`src/rtl/ahb_lite_master_pkg.sv`:
```
// Shared AHB-Lite encodings for the USB endpoint register path.
// Transfer type, burst and size codes plus the handshake state constants.
package ahb_lite_master_pkg;

   typedef enum logic [1:0] {
      HTRANS_IDLE   = 2'd0,
      HTRANS_BUSY   = 2'd1,
      HTRANS_NONSEQ = 2'd2,
      HTRANS_SEQ    = 2'd3
   } htrans_e;

   localparam logic [2:0] HBURST_SINGLE = 3'd0;

   localparam logic [1:0] HSIZE_BYTE = 2'd0;
   localparam logic [1:0] HSIZE_HALF = 2'd1;
   localparam logic [1:0] HSIZE_WORD = 2'd2;

   localparam logic [1:0] ST_IDLE = 2'd0;
   localparam logic [1:0] ST_ACK  = 2'd1;
   localparam logic [1:0] ST_NACK = 2'd2;

endpackage

```
`src/rtl/ahb_lite_master.sv`:
```
// AHB-Lite SINGLE-transfer initiator: one address slot pipelined over one data slot,
// with wait-state absorption and re-issue of the held command after an ERROR response.
module ahb_lite_master
   import ahb_lite_master_pkg::*;
#(
   parameter int ADDR_WIDTH = 4,
   parameter int DATA_WIDTH = 32
) (
   input  logic                  clk,
   input  logic                  n_rst,
   input  logic                  cmd_valid,
   output logic                  cmd_ready,
   input  logic                  cmd_write,
   input  logic [1:0]            cmd_size,
   input  logic [ADDR_WIDTH-1:0] cmd_addr,
   input  logic [DATA_WIDTH-1:0] cmd_wdata,
   output logic                  rsp_valid,
   output logic [DATA_WIDTH-1:0] rsp_rdata,
   output logic                  rsp_error,
   output logic                  hsel,
   output logic [ADDR_WIDTH-1:0] haddr,
   output logic [1:0]            htrans,
   output logic [2:0]            hburst,
   output logic [1:0]            hsize,
   output logic                  hwrite,
   output logic [DATA_WIDTH-1:0] hwdata,
   input  logic [DATA_WIDTH-1:0] hrdata,
   input  logic                  hresp,
   input  logic                  hready
);

   logic                  a_valid, a_live;
   logic                  d_valid, d_write;
   logic [DATA_WIDTH-1:0] a_wdata;
   logic                  accept, a_done, d_done, err_first, a_valid_nxt;

   // a_valid && !a_live: command parked during an ERROR, bus shows IDLE
   assign cmd_ready   = !a_valid || (a_live && hready);
   assign accept      = cmd_valid && cmd_ready;
   assign a_done      = a_live && hready;
   assign d_done      = d_valid && hready;
   assign err_first   = d_valid && hresp && !hready;
   assign a_valid_nxt = accept || (a_valid && !a_done);

   assign htrans = a_live ? HTRANS_NONSEQ : HTRANS_IDLE;
   assign hsel   = a_live;
   assign hburst = HBURST_SINGLE;

   // Address slot; the bus address-phase registers double as its payload
   always_ff @(posedge clk or negedge n_rst) begin
      if (!n_rst) begin
         a_valid <= 1'b0;
         a_live  <= 1'b0;
         haddr   <= '0;
         hsize   <= '0;
         hwrite  <= 1'b0;
         a_wdata <= '0;
      end else begin
         a_valid <= a_valid_nxt;
         a_live  <= a_valid_nxt && !err_first;
         if (accept) begin
            haddr   <= cmd_addr;
            hsize   <= cmd_size;
            hwrite  <= cmd_write;
            a_wdata <= cmd_wdata;
         end
      end
   end

   // Data slot; hwdata only moves when an address phase hands over
   always_ff @(posedge clk or negedge n_rst) begin
      if (!n_rst) begin
         d_valid <= 1'b0;
         d_write <= 1'b0;
         hwdata  <= '0;
      end else begin
         d_valid <= a_done || (d_valid && !d_done);
         if (a_done) begin
            d_write <= hwrite;
            if (hwrite) hwdata <= a_wdata;
         end
      end
   end

   always_ff @(posedge clk or negedge n_rst) begin
      if (!n_rst) begin
         rsp_valid <= 1'b0;
         rsp_rdata <= '0;
         rsp_error <= 1'b0;
      end else begin
         rsp_valid <= d_done;
         if (d_done) begin
            rsp_error <= hresp;
            rsp_rdata <= d_write ? '0 : hrdata;
         end
      end
   end

endmodule
```
`config.mk`:
```
export PLATFORM = sky130hd
export DESIGN_NAME = ahb_lite_master
export DESIGN_NICKNAME = d
export VERILOG_FILES = /design/src/rtl/ahb_lite_master_pkg.sv /design/src/rtl/ahb_lite_master.sv
export SDC_FILE = /design/constraint.sdc
export NUM_CORES = 1
export LEC_CHECK = 0
export CORE_MARGIN = 2
export CORE_UTILIZATION = 44
export DETAILED_ROUTE_END_ITERATION = 16
export HOLD_SLACK_MARGIN = 0.06
export PLACE_DENSITY = 0.86
export SYNTH_ARGS = -nofsm -noshare
export SYNTH_HDL_FRONTEND = slang
export SYNTH_SLANG_ARGS = --single-unit
```
`constraint.sdc`:
```
create_clock -name clk -period 2 [get_ports clk]
set_clock_uncertainty 0.15 [all_clocks]
set_input_delay 0.6 -clock clk [delete_from_list [all_inputs] [get_ports clk]]
set_output_delay 0.6 -clock clk [all_outputs]
set_load 0.1 [all_outputs]
```
======== Word-level counts from Yosys, hierarchy flattened ========
Index checks and enable logic that the tools add are counted.
storage, ports and cells
  flip-flop bits (word level) ............. 109
  input port bits ......................... 76
  output and inout port bits .............. 80
cells by class
  mux-type cells .......................... 2
  reductions and logical operators ........ 17
operators with widths
  kind                 number
  32-bit two-way mux   1
  1-bit logical AND    8
  1-bit zero test      5
  1-bit logical OR     3
  2-bit two-way mux    1
  2-bit AND reduction  1

======== Logic depth before layout (Yosys ltp) ========
  word-level depth ........................ 5
  depth in mapped cells ................... 5
  gate-level depth less buffers ........... 3

======== Least setup slack after synthesis ========
No wires, ideal clock.
  path type ............................... flip-flop to flip-flop
  from .................................... register a_live (netlist: hsel)
  to ...................................... register a_wdata[10]
  data arrival time ....................... 2307 ps
  slack ................................... -582 ps
  cell stages (with the launch flop) ...... 6
  cell sequence ........................... dfrtp_1 > a21bo_2 > nand2_2 > buf_6 > buf_6 > mux2_4
on the way
  cells in the longest elaborated chain, start to end .. 3
ends and longest elaborated chain
  item                      RTL line               text
  start: declaration        ahb_lite_master.sv:32  logic a_valid, a_live;
  start signal: assignment  ahb_lite_master.sv:60  a_live <= a_valid_nxt && !err_first;
  1-bit logical AND         ahb_lite_master.sv:38  assign cmd_ready = !a_valid || (a_live && hready);
  1-bit logical OR          ahb_lite_master.sv:38
  net cmd_ready             ahb_lite_master.sv:12  output logic cmd_ready,
  1-bit logical AND         ahb_lite_master.sv:39  assign accept = cmd_valid && cmd_ready;
  end signal: assignment    ahb_lite_master.sv:65  a_wdata <= cmd_wdata;
  end: declaration          ahb_lite_master.sv:34  logic [DATA_WIDTH-1:0] a_wdata;
The timed path passes the listed nets, and every way through them passes these cells.
A chain may end at the register's enable or synchronous reset.

======== Final worst setup path ========
  from .................................... register a_live (netlist: hsel)
  to ...................................... output cmd_ready
on the way
  cells in the longest elaborated chain, start to end .. 2
ends and longest elaborated chain
  item               RTL line
  1-bit logical AND  ahb_lite_master.sv:38
  1-bit logical OR   ahb_lite_master.sv:38
  end: declaration   ahb_lite_master.sv:12
No other way between the ends.

==> flow_summary_export.csv <==
group,metric,value,unit
yosys,synth_top_cell_area_share,0.6419,
timing,fmax,0.4966,GHz
timing,slew_headroom,0.4840,
cells_and_area,layout-area-overhead-vs-synth,63.78,%
clock_network,worstSkewPairLatency,0.36,ns
drt,drt_pre_antenna_iters,4,
yosys,synth_seq_cells,109,
worst_setup_path,arrival_worst_endpoint,1.26,ns
timing,hold_viol,0,
global_routing,maximum_number_of_pins_on_one_net_before_global_route_repair,68,
die,dieHeight,102.3,um
drt,routed-via-count,2947,
global_routing,grt_overflow_total,0,
timing,setup_tns,-0.01389,ns
placed_design,place_worst_setup_slack,-0.2646,ns
global_routing,via_count_of_the_first_global_routing_pass,3225,
clock_network,cts_htree_levels,3,
drt,routed_wirelength_normalized_by_instance_count,16.73,um
timing,final-max-slew-violation-count,0,
global_routing,overall_global_routing_resource_usage,0.2073,
drt,first_drt_iteration_drcs,57,
yosys,synth_simple_gate_area_frac,0.08392,
worst_hold_path,hold_start,"a_wdata[18]",
die,dieWidth,102.3,um
die,standard_cell_row_count,35,
clock_network,clockRootBuffer,"sky130_fd_sc_hd__clkbuf_8",
timing,setup-violations-final,1,
yosys,post_synth_mux_area_share,0.1970,
global_routing,grt_pass1_wl,16510,um
cells_and_area,final_cell_area,6959,um2
flow_run,drv.max_cap_violation_count,0,
outcome,outcome,"complete, but fails checks",
yosys,synth_area,4249,um2
yosys,synthFlopType,"sky130_fd_sc_hd__dfrtp_1",
cells_and_area,num-fill-cells,562,
yosys,ys_top_cells_by_area,"sky130_fd_sc_hd__dfrtp_1, sky130_fd_sc_hd__mux2_2, sky130_fd_sc_hd__nand2b_1",
clock_network,longest_clk_path_bufs,2,
placed_design,portBuffers,151,
placed_design,placed_area,6729,um2
timing,min_period_over_period,1.007,
global_routing,grt_antenna_before_repair,0,
drt,routed_via_density,4.887,
drt,route.final.wire_length,10090,um
cells_and_area,net_count_of_the_finished_layout,545,
timing,hold-worst-slack,0.3620,ns
clock_network,tritoncts_clock_tree,"yes",
clock_network,count_of_clock_tree_sinks,109,
yosys,yosys.cell_count.top_type,"sky130_fd_sc_hd__dfrtp_1",
yosys,distinct_cell_type_count_after_synthesis,16,
yosys,syn_inst,314,
placed_design,dp_hpwl,7676,um
placed_design,finalWeightedCongestion,0.8002,
worst_setup_path,crit_path_start_kind,"register",
yosys,post_synth_most_frequent_cells,"sky130_fd_sc_hd__dfrtp_1, sky130_fd_sc_hd__mux2_2, sky130_fd_sc_hd__nand2_1, sky130_fd_sc_hd__o21ai_0, sky130_fd_sc_hd__nand2b_1",
worst_hold_path,hold_path.class,"register to register",
yosys,ys_async_sr_fraction,1.000,
clock_network,cts_buffers,9,
power,worst_ir_drop_vdd,1.450,mV
yosys,synth_enable_flop_cells,0,
die,placeableCoreArea,9284,um2
yosys,synth_xor_xnor_area_share,0,
clock_network,clkTransAtPathRegs,0.11,ns
outcome,failing_checks,"setup timing",
yosys,synth-compound-area-share,0.04446,
drt,ant_nets,0,
die,start_util,0.4577,
timing,transition_time_of_the_tightest_slew_check_pin,0.7740,ns
timing,fin_crit,2.014,ns
worst_setup_path,highest_fanout_seen_on_the_critical_path,2,
die,design.die.area,10460,um2
yosys,synth_fa_ha_area_frac,0,
cells_and_area,drive_above_1_share,0.3819,
cells_and_area,diodes,0,
timing,grt_setup_unrepaired,"true",
drt,drt_drc_violations_left,0,
die,num_io_pins,156,
worst_setup_path,worstSetupEndpointType,"output port",
yosys,syn_avg_cell_area,13.53,um2
power,p_leak,3.093,nW
yosys,yosysTopAreaCell,"sky130_fd_sc_hd__dfrtp_1",
worst_setup_path,worstSetupPathType,"register to output port",
yosys,yosysWarnings,0,
yosys,synth_sequential_area_ratio,0.6419,
power,power.density,1797,nW/um2
timing,final.setup.worst_slack,-0.01389,ns
yosys,synth_top_family_by_area,"multiplexers",
worst_setup_path,cp-startpoint,"hsel",
worst_setup_path,worst_r2r_startpoint,"hsel",
worst_setup_path,worst-endpoint-required,1.25,ns
[critical path, stage by stage (launching register included)]
cell and delay, ns:
sky130_fd_sc_hd__dfrtp_4 0.51, sky130_fd_sc_hd__a21bo_4 0.23, sky130_fd_sc_hd__buf_12 0.16
[flip-flops by register name (all words and copies together), names as in the netlist, named ones only]
name and cells:
a_wdata 32, hwdata 32, rsp_rdata 32, haddr 4, hsize 2, a_valid 1
d_write 1, hsel 1, hwrite 1, rsp_error 1, rsp_valid 1
[per-stage QoR]
stage	power [W]	instances	util
3_5_place_dp	0.01122	584	0.7248
6_report	0.01251	603	0.7496
4_1_cts	0.01260	602	0.7485
5_1_grt	0.01296	603	0.7496
2_1_floorplan	0.008062	317	-
3_3_place_gp	0.01107	584	0.7248
[kinds of logic (layout without fill, tap and decap cells)]
family,after synthesis,count (layout)
flops,109,109
simple gates,72,72
mux,71,71
compound gates,36,36
buf+inv,25,182
other cells,1,4
[layout make-up]
type,count,area (um2),share of cell area
Clock buffer,10,137.6,0.01978
Clock inverter,6,68.82,0.009889
Inverter,3,11.26,0.001618
Multi-Input combinational cell,183,1411,0.2028
Sequential cell,109,2733,0.3927
Tap cell,129,161.4,0.02319
Timing Repair Buffer,163,2436,0.3501
[final timing paths]
check                                    end  slack [ns]  cells past startpoint
worst min-delay path             a_wdata[18]        0.36                      1
worst max register to register      haddr[2]        0.16                      5
worst max-delay path               cmd_ready       -0.01                      2
worst min register to register   a_wdata[18]        0.36                      1
min in group asynchronous       rsp_rdata[5]        0.64                      3
max in group asynchronous               hsel        0.71                      3
[what timing repair did]
action                                  CTS  global route
pin swaps                                 1             0
setup buffers                             2             0
resized for setup                         1             0
hold buffers                              0             1
endpoints found under the hold margin     0             2
endpoints found under the setup margin    1             2
[power by group]
group          switching (W)  total [W]  internal [W]  leakage [nW]
clock               0.000754    0.00138      0.000624         0.103
combinational        0.00475    0.00754       0.00279          1.68
sequential          0.000705    0.00359       0.00289          1.31
[cell usage in the layout (no fill, tap or decap)]
| cell | synthesis | final |
|---|---|---|
| sky130_fd_sc_hd__dfrtp_4 | 0 | 1 |
| sky130_fd_sc_hd__dfrtp_1 | 109 | 107 |
| sky130_fd_sc_hd__bufinv_16 | 0 | 1 |
| sky130_fd_sc_hd__inv_6 | 0 | 2 |
| sky130_fd_sc_hd__nand2_1 | 37 | 36 |
| sky130_fd_sc_hd__clkinv_2 | 0 | 1 |
| sky130_fd_sc_hd__inv_1 | 3 | 3 |
| sky130_fd_sc_hd__nand2b_1 | 33 | 33 |
| sky130_fd_sc_hd__clkinvlp_4 | 0 | 1 |
| sky130_fd_sc_hd__o21ai_0 | 34 | 34 |
| sky130_fd_sc_hd__nand3_2 | 0 | 1 |
| sky130_fd_sc_hd__clkdlybuf4s50_1 | 0 | 73 |
| sky130_fd_sc_hd__mux2_4 | 10 | 10 |
| sky130_fd_sc_hd__o31a_1 | 1 | 1 |
| sky130_fd_sc_hd__dfrtp_2 | 0 | 1 |
| sky130_fd_sc_hd__dlygate4sd3_1 | 0 | 1 |
| sky130_fd_sc_hd__nand2_2 | 1 | 2 |
| sky130_fd_sc_hd__dlygate4sd2_1 | 0 | 1 |
| sky130_fd_sc_hd__clkbuf_8 | 0 | 10 |
| sky130_fd_sc_hd__buf_4 | 5 | 6 |
| sky130_fd_sc_hd__clkinv_4 | 0 | 1 |
| sky130_fd_sc_hd__a21bo_4 | 0 | 1 |
| sky130_fd_sc_hd__mux2_2 | 61 | 61 |
| sky130_fd_sc_hd__buf_12 | 0 | 82 |
| sky130_fd_sc_hd__conb_1 | 1 | 4 |
[metal layers]
layer  share of wire  up-vias  global-route usage
li1                -     1349                   -
met1            0.39     1466              0.2491
met2            0.50      121              0.3502
met3           0.099       11             0.08003
met4           0.010        0             0.05744
met5               0        -                   0
Note: power is estimated with default switching activity, not from simulation.
